`src/rtl/gemini_pipe_pkg.sv`:
```
// Shared constants for the pipeline hazard/redirect controller.
// Stage and boundary-register indices, redirect FSM encoding.
package gemini_pipe_pkg;

    localparam int N_REG = 5;

    localparam int STG_IF  = 0;
    localparam int STG_ID1 = 1;
    localparam int STG_ID2 = 2;
    localparam int STG_EX  = 3;
    localparam int STG_MEM = 4;

    localparam int R_IF_ID1  = 0;
    localparam int R_ID1_ID2 = 1;
    localparam int R_ID2_EX  = 2;
    localparam int R_EX_MEM  = 3;
    localparam int R_MEM_WB  = 4;

    typedef enum logic [1:0] {
        RD_IDLE     = 2'd0,
        RD_BR_PEND  = 2'd1,
        RD_EXC_PEND = 2'd2
    } rd_state_e;

    // Hold mask for every boundary register in front of stage k
    function automatic logic [N_REG-1:0] hold_below(int k);
        hold_below = '0;
        for (int i = 0; i < N_REG; i++) begin
            if (i < k) hold_below[i] = 1'b1;
        end
    endfunction

endpackage

```
`src/rtl/pipe_redirect.sv`:
```
// Front-end redirect FSM: latches branch/exception targets
// and holds the request until IF accepts it.
module pipe_redirect
    import gemini_pipe_pkg::*;
(
    input  logic        clk,
    input  logic        rst,
    input  logic        br_req,
    input  logic [31:0] br_target,
    input  logic        exc_valid,
    input  logic [31:0] exc_target,
    input  logic        redirect_ready,
    output logic        br_take,
    output logic        redirect_valid,
    output logic [31:0] redirect_pc
);

    rd_state_e state;

    // A pending exception redirect swallows any branch request
    assign br_take = br_req && (state != RD_EXC_PEND);

    // Exceptions preempt everything; branches only start from idle
    always_ff @(posedge clk or negedge rst) begin
        if (!rst) begin
            state          <= RD_IDLE;
            redirect_valid <= 1'b0;
            redirect_pc    <= '0;
        end else if (exc_valid) begin
            state          <= RD_EXC_PEND;
            redirect_valid <= 1'b1;
            redirect_pc    <= exc_target;
        end else begin
            unique case (state)
                RD_IDLE: begin
                    if (br_take) begin
                        state          <= RD_BR_PEND;
                        redirect_valid <= 1'b1;
                        redirect_pc    <= br_target;
                    end
                end
                RD_BR_PEND, RD_EXC_PEND: begin
                    if (redirect_ready) begin
                        state          <= RD_IDLE;
                        redirect_valid <= 1'b0;
                    end
                end
                default: begin
                    state          <= RD_IDLE;
                    redirect_valid <= 1'b0;
                end
            endcase
        end
    end

endmodule

```
`src/rtl/pipe_ctrl.sv`:
```
// Pipeline hazard and redirect controller: stall/flush
// encoding, branch kill tracking and stall-cycle counter.
module pipe_ctrl
    import gemini_pipe_pkg::*;
#(
    parameter int CNT_W = 32
) (
    input  logic             clk,
    input  logic             rst,
    input  logic             i_miss,
    input  logic             load_use,
    input  logic             div_busy,
    input  logic             d_miss,
    input  logic             br_flush,
    input  logic [31:0]      br_target,
    input  logic             exc_valid,
    input  logic [31:0]      exc_target,
    input  logic             redirect_ready,
    output logic             pc_stall,
    output logic [4:0]       stall,
    output logic [4:0]       flush,
    output logic             exception_flush,
    output logic             redirect_valid,
    output logic [31:0]      redirect_pc,
    output logic [CNT_W-1:0] stall_cycles
);

    logic             any_src;
    logic             ex_adv;
    logic             br_take;
    logic             kill_r0_pend;
    logic [N_REG-1:0] src_stall;
    logic [N_REG-1:0] src_flush;

    assign any_src = i_miss | load_use | div_busy | d_miss;
    assign ex_adv  = !(div_busy | d_miss);

    // Deepest active source holds everything in front and bubbles itself
    always_comb begin
        src_stall = '0;
        src_flush = '0;
        if (d_miss) begin
            src_stall = hold_below(STG_MEM);
            src_flush[R_MEM_WB] = 1'b1;
        end else if (div_busy) begin
            src_stall = hold_below(STG_EX);
            src_flush[R_EX_MEM] = 1'b1;
        end else if (load_use) begin
            src_stall = hold_below(STG_ID2);
            src_flush[R_ID2_EX] = 1'b1;
        end else if (i_miss) begin
            src_flush[R_IF_ID1] = 1'b1;
        end
    end

    // Wrong-path kill of ID1, also replayed while a stall masks it
    always_comb begin
        flush = src_flush;
        flush[R_IF_ID1] = src_flush[R_IF_ID1] | br_take | kill_r0_pend;
    end

    assign stall           = src_stall;
    assign pc_stall        = any_src;
    assign exception_flush = exc_valid;

    // Remember a branch kill that landed while r0 was held
    always_ff @(posedge clk or negedge rst) begin
        if (!rst) begin
            kill_r0_pend <= 1'b0;
        end else if (exc_valid) begin
            kill_r0_pend <= 1'b0;
        end else if (br_take && src_stall[R_IF_ID1]) begin
            kill_r0_pend <= 1'b1;
        end else if (!src_stall[R_IF_ID1]) begin
            kill_r0_pend <= 1'b0;
        end
    end

    // Saturating count of cycles with any stall source active
    always_ff @(posedge clk or negedge rst) begin
        if (!rst) begin
            stall_cycles <= '0;
        end else if (any_src && (stall_cycles != '1)) begin
            stall_cycles <= stall_cycles + CNT_W'(1);
        end
    end

    pipe_redirect u_redirect (
        .clk            (clk),
        .rst            (rst),
        .br_req         (br_flush & ex_adv),
        .br_target      (br_target),
        .exc_valid      (exc_valid),
        .exc_target     (exc_target),
        .redirect_ready (redirect_ready),
        .br_take        (br_take),
        .redirect_valid (redirect_valid),
        .redirect_pc    (redirect_pc)
    );

endmodule

```
`config.mk`:
```
export PLATFORM = sky130hd
export DESIGN_NAME = pipe_ctrl
export DESIGN_NICKNAME = d
export VERILOG_FILES = /design/src/rtl/gemini_pipe_pkg.sv /design/src/rtl/pipe_redirect.sv /design/src/rtl/pipe_ctrl.sv
export SDC_FILE = /design/constraint.sdc
export NUM_CORES = 1
export LEC_CHECK = 0
export BUFFER_PORTS_ARGS = -buffer_cell sky130_fd_sc_hd__buf_2
export CAP_MARGIN = 40
export CORE_MARGIN = 2
export CORE_UTILIZATION = 42
export CTS_CLUSTER_SIZE = 10
export DETAILED_ROUTE_END_ITERATION = 12
export GPL_TIMING_DRIVEN = 0
export PLACE_DENSITY = 0.75
export SKIP_LAST_GASP = 1
export SYNTH_ARGS = -nofsm -noshare
export SYNTH_HDL_FRONTEND = slang
export SYNTH_SLANG_ARGS = --single-unit
```
`constraint.sdc`:
```
create_clock -name clk -period 1.81 [get_ports clk]
set_input_delay 0.0905 -clock clk [delete_from_list [all_inputs] [get_ports clk]]
set_output_delay 0.0905 -clock clk [all_outputs]
set_load 0.03 [all_outputs]
```
==> Yosys cells after proc, flatten, opt, wreduce, memory -nomap -nowiden <==
Index checks and enable logic that the tools add are counted.
{ "totals": {"ff_bits": 68, "input_bits": 73, "word_cells": 56} }
{ "classes": {"addsub": 1, "n_eq_ne": 7, "n_mux": 26, "n_bitwise": 7, "n_reduce_logical": 10} }
{ "op_table": {"columns": ["cell", "count"], "rows": [
  ["$mux W32", 3],
  ["$add A32 B1 Y32 const B", 1],
  ["$ne A32 B32 Y1 const B", 1],
  ["$mux W1", 14],
  ["$mux W2", 5],
  ["$ne A3 B3 Y1 const B", 2],
  ["$or A1 B1 Y1", 6],
  ["$mux W5", 1],
  ["$pmux W2 S2", 1],
  ["$reduce_and A2 Y1", 2],
  ["$reduce_bool A2 Y1", 2],
  ["$logic_and A1 B1 Y1", 3],
  ["$mux W3", 1],
  ["$ne A3 B2 Y1 const B", 1],
  ["$eq A2 B1 Y1 const B", 1],
  ["$eq A2 B2 Y1 const B", 1],
  ["$logic_not A2 Y1", 1],
  ["$ne A2 B2 Y1 const B", 1],
  ["$pmux W1 S2", 1],
  ["$reduce_or A2 Y1", 1],
  ["$and A1 B1 Y1", 1],
  ["$logic_not A1 Y1", 1]
]} }

==> Longest topological paths before layout <==
{ "logic_depth": {"word_depth": 7, "ltp_mapped": 8} }

==> Modules after synthesis <==
From an unflattened synthesis, not the netlist that was laid out.
{ "unflattened": {"cells_unflattened": 291, "hier_area_um2": 3633.5} }
{ "by_module_without_submodules": {"columns": ["mod", "instances", "cells_per_inst", "area_each_um2"], "rows": [
  ["pipe_redirect", 1, 121, 1886.8],
  ["pipe_ctrl", 1, 170, 1746.7]
]} }

==> Least setup slack after synthesis <==
No wires, ideal clock.
{ "synth_path": {"path_kind": "register to register", "start": "reg stall_cycles[0]", "end": "reg stall_cycles[30]", "setup_ns": 0.080, "arrival_ns": 2.133, "slack_ns": -0.403, "stages_incl_launch_ff": 8, "synth_period_minus_slack_ns": 2.213, "cell_sequence": "dfrtp_1 ha_1 nand2_1 or4_4 a211oi_4 nand2_2 nor4_4 xor2_1"} }
{ "synth_between": {"elab_chain_cells": 2, "elab_cells_between_ends": 3} }
{ "synth_rtl": {"columns": ["item", "line", "source"], "rows": [
  ["from (decl)", "pipe_ctrl.sv:25", "output logic [CNT_W-1:0] stall_cycles"],
  ["from (signal assigned)", "pipe_ctrl.sv:84", "stall_cycles <= stall_cycles + CNT_W'(1);"],
  ["branches (longest 2 deep; another with $add A32 B1 Y32)", null, null]
]} }
Several ways; the timed one is not identified.
A chain may end at the register's enable or synchronous reset.

==> Worst setup path after layout <==
{ "layout_path": {"start": "reg stall_cycles[21]", "end": "reg stall_cycles[15]"} }
{ "layout_between": {"elab_chain_cells": 2} }
{ "layout_rtl": {"columns": ["item", "line", "source"], "rows": [
  ["$ne A32 B32 Y1", "pipe_ctrl.sv:83", "end else if (any_src && (stall_cycles != '1)) begin"],
  ["$logic_and A1 B1 Y1", "pipe_ctrl.sv:83", null]
]} }
No other way between the ends.

==> results.md <==
- Status: finished, violations left
- Failing checks: negative setup slack
- # H-tree levels: 3
- Mean Syn Cell Area: roughly 11 um2
- Die X-Extent: a little over 90 um
- Comb pwr share: 29.5%
- Slew Viols, Final: 0
- Switch share: 34.1%
- CTS clk-pin slew, worst paths: about 70 ps
- Period minus WS final: 1820 ps
- Primary FF master, synth: dfrtp_1
- Fillers: 645
- Post-DP Area: between 4000 and 5000 um2
- Power, Total: 4.35 mW
- Worst-path cell chain: and3_4, and3_4, and3_4, nor4b_4, buf_6, nand4_1, xnor2_1
- Worst Tran Pin Value: 849 ps
- Buffers added on ports: roughly 150
- Hpwl dp: 6160 um
- Initial DRC count: 75
- WS Path Type: reg -> reg
- Worst hold path class: in -> reg
- Share of layout cells above drive strength 1: between 50% and 60%
- Setup crit end kind: register
- Final Hold Fails: 0
- Final wirelength: 8480 um
- Synth Cell Area: approximately 3300 um2
- Crit path largest cell delay: approximately 410 ps
- Initial Utilization: 42.8%
- Reg2Reg Depth: 7
- Min-delay src: br_target[28]
- Leakage: between 2 and 2.5 nW
- Worst reg-to-reg setup slack: -10 ps
- First-pass iteration count of the detailed router: 4
- P_int: 2.87 mW
- Final Cell Area: 4740 um2
- Worst-path maximum fanout: 5
- Num CTS Buffers: 9
- Post-synth cell types: 34
- Hold path endpoint: u_redirect.redirect_pc[28]
- Cell Rows: 32
- Max-cap violations: 0
- Area growth from synthesis to layout: 45.4%
- Setup TNS: -14.2 ps
- CTS tree: done
- Grt ovf: 0
- Clk root buf: clkbuf_8
- Largest net degree at the start of global routing: 69
- Skew-Pair Late Insertion Delay: 330 ps
- Max Fclk: 549 MHz
- N_diodes: 0
- Total Nets Final: 572
- Post-detailed-route wirelength per cell: 14.1 um
- All-layer global routing usage: 20.5%
- Clock Skew: around 7.9 ps
- Warning count from the yosys run: 0
- Vias in the first global route: approximately 3000
- CP Data Required Time: 2020 ps
- Most frequent CP cell: and3_4
- Register area share after synthesis: 52.2%
- Synth top area share: 52.2%
- Net Sw Power: roughly 1.5 mW
- FF-to-FF Start: stall_cycles[21]
- Startpoint types: register
- Clock Sinks: 68
- First-pass GRT wire length: between 10000 and 15000 um
- Post-synthesis register bit count: 68
- CP Data Arrival Time: 2030 ps
- RD Place Congestion: 0.835
- Chip height: 92.1 um
- Dpl cells: 558
- Routed Antenna Nets: 0
- Clock Path Buffers: 2
- Slew HR: 43.4%
- Initial antenna violation count: 0
- Highest-delay cell along the critical path: dfrtp_2
- Worst setup margin: -11.3 ps
- Clk pwr share: 27.5%
- IR Drop Worst-Case VDD: 0.424 mV
- Synth async-reset ratio: 100%
- Area leader, netlist: dfrtp_1
- Top delay family on crit path: simple AND/OR/NAND/NOR gates
- Dominant cells by area after synthesis: dfrtp_1, mux2i_1, xnor2_1, o21ai_0, nand2_1
- Via count: 2982
- Power per Cell Area: 919 nW/um2
- Num ports: 150
- Final worst-path cycle share: 101%
- Final setup viols: 3
- DRC: 0
- Reg2Reg Capture Point: stall_cycles[15]
- Crit path buf inv count: 1
- EDFF count, synth: 0
- Core Region: 7610 um2
- RSZ-0062 raised after global routing: true
- Hold path depth: 3
- Reg power frac: 43.0%
- Die area: 8480 um2
- Non-filler cells, final: 603
- Via/cell ratio: 4.95
- Syn Inst Count: 308
==> worst max-delay path by stage <==
| stage | from | to | slack (ps) | depth (start not counted) |
|---|---|---|---|---|
| 2_1_floorplan | stall_cycles[19] | stall_cycles[15] | -160 | 7 |
| 3_3_place_gp | stall_cycles[20] | stall_cycles[15] | -230 | 7 |
| 3_5_place_dp | stall_cycles[20] | stall_cycles[15] | -270 | 7 |
| 4_1_cts | u_redirect.state[0] | flush[0] | -30 | 6 |
| 5_1_grt | u_redirect.state[0] | flush[0] | -100 | 6 |
| 6_report | stall_cycles[21] | stall_cycles[15] | -10 | 7 |
==> state kept, by name (all words and copies together), names as in the netlist <==
register	count
stall_cycles	32
u_redirect.redirect_pc	32
u_redirect.state	2
kill_r0_pend	1
u_redirect.redirect_valid	1
==> cell usage after synthesis (3+ instances only) <==
library cell	number
ha_1	3
xor2_1	7
nor2_1	13
nand4_1	10
buf_4	6
nor3_1	3
nand3_1	17
xnor2_1	24
nor2b_1	3
dfrtp_1	68
mux2i_1	32
o21ai_0	33
and3_1	8
nand2_1	39
and4_1	3
a21oi_1	3
clkbuf_1	10
inv_1	7
==> worst reg2reg max path, delay by kind of cell (launching register included) <==
| family | cells | cell delay [ps] |
|---|---|---|
| xor gates and xnor gates | 1 | 160 |
| buffers and inverters | 1 | 180 |
| and+or+nand+nor | 5 | 960 |
| DFF | 1 | 410 |
==> timing repair <==
action                                  in CTS  in global routing
endpoints found under the setup margin      59                 56
resized for setup                           13                 22
hold buffers                                 1                  0
pin swaps                                   10                 14
buffers inserted                            18                  9
gates cloned                                 1                  0
endpoints found under the hold margin       68                  0
==> placed cells by master, fill, tap and decap left out, types with 3 or more instances in the layout <==
cell type	netlist	routed
nor2_1	13	10
nand3_1	17	11
and3_1	8	5
nor2b_1	3	3
nand3_2	0	5
nand4_1	10	10
buf_4	6	35
inv_1	7	7
mux2i_1	32	32
xor2_1	7	7
clkbuf_1	10	7
clkbuf_2	0	5
dfrtp_1	68	47
xnor2_1	24	23
clkbuf_8	0	13
nor3_1	3	3
and3_4	0	3
buf_2	1	145
o21ai_0	33	33
nand2_1	39	36
dfrtp_2	0	21
==> cell families (layout without fill, tap and decap cells) <==
family	after synthesis	after routing	share of synthesized area [%]
AO/OA/AOI/OAI	39	39	6.61
XOR/XNOR	31	31	8.33
adder cells (fa/ha/maj)	3	3	1.15
buffers and inverters	25	217	3.61
flip-flops	68	68	52.2
multiplexers	33	33	10.2
other	1	2	0.115
AND/OR/NAND/NOR	108	108	17.8
==> power by group through the flow <==
stage | Combinational, mW | Clock (mW) | Sequential (mW)
detailed placement | 1.09 | 0 | 1.94
global route | 1.39 | 1.29 | 1.89
CTS | 1.22 | 1.22 | 1.87
finish | 1.28 | 1.20 | 1.87
global placement | 1.07 | 0 | 1.93
floorplan | 0.369 | 0 | 2.25
==> layout make-up <==
class | count | area [um2] | share of cell area, %
clock inverters | 1 | 5.00 | 0.106
flip-flops and latches | 68 | 1730 | 36.5
inverters | 7 | 26.3 | 0.555
well taps | 102 | 128 | 2.69
clock buffers | 15 | 186 | 3.94
multi-input cells | 216 | 1600 | 33.7
plain buffers | 18 | 104 | 2.19
repair buffers | 176 | 965 | 20.4
==> per-layer routing <==
metal | wire [um] | vias up | track usage, %
li1 | - | 1430 | -
met1 | 3360 | 1425 | 23.6
met2 | 4410 | 118 | 37.1
met3 | 602 | 9 | 5.18
met4 | 107 | 0 | 7.21
met5 | 0 | - | 0
==> through the flow <==
stage               hold WS (ps)  setup slack, ps  util (%)
floorplan                   -205             -160         -
global placement             378             -229      55.2
detailed placement           253             -270      55.3
CTS                         33.9            -32.7      60.5
global route                54.8             -103      62.3
finish                      39.8            -11.3      62.3
Note: power is estimated with default switching activity, not from simulation.
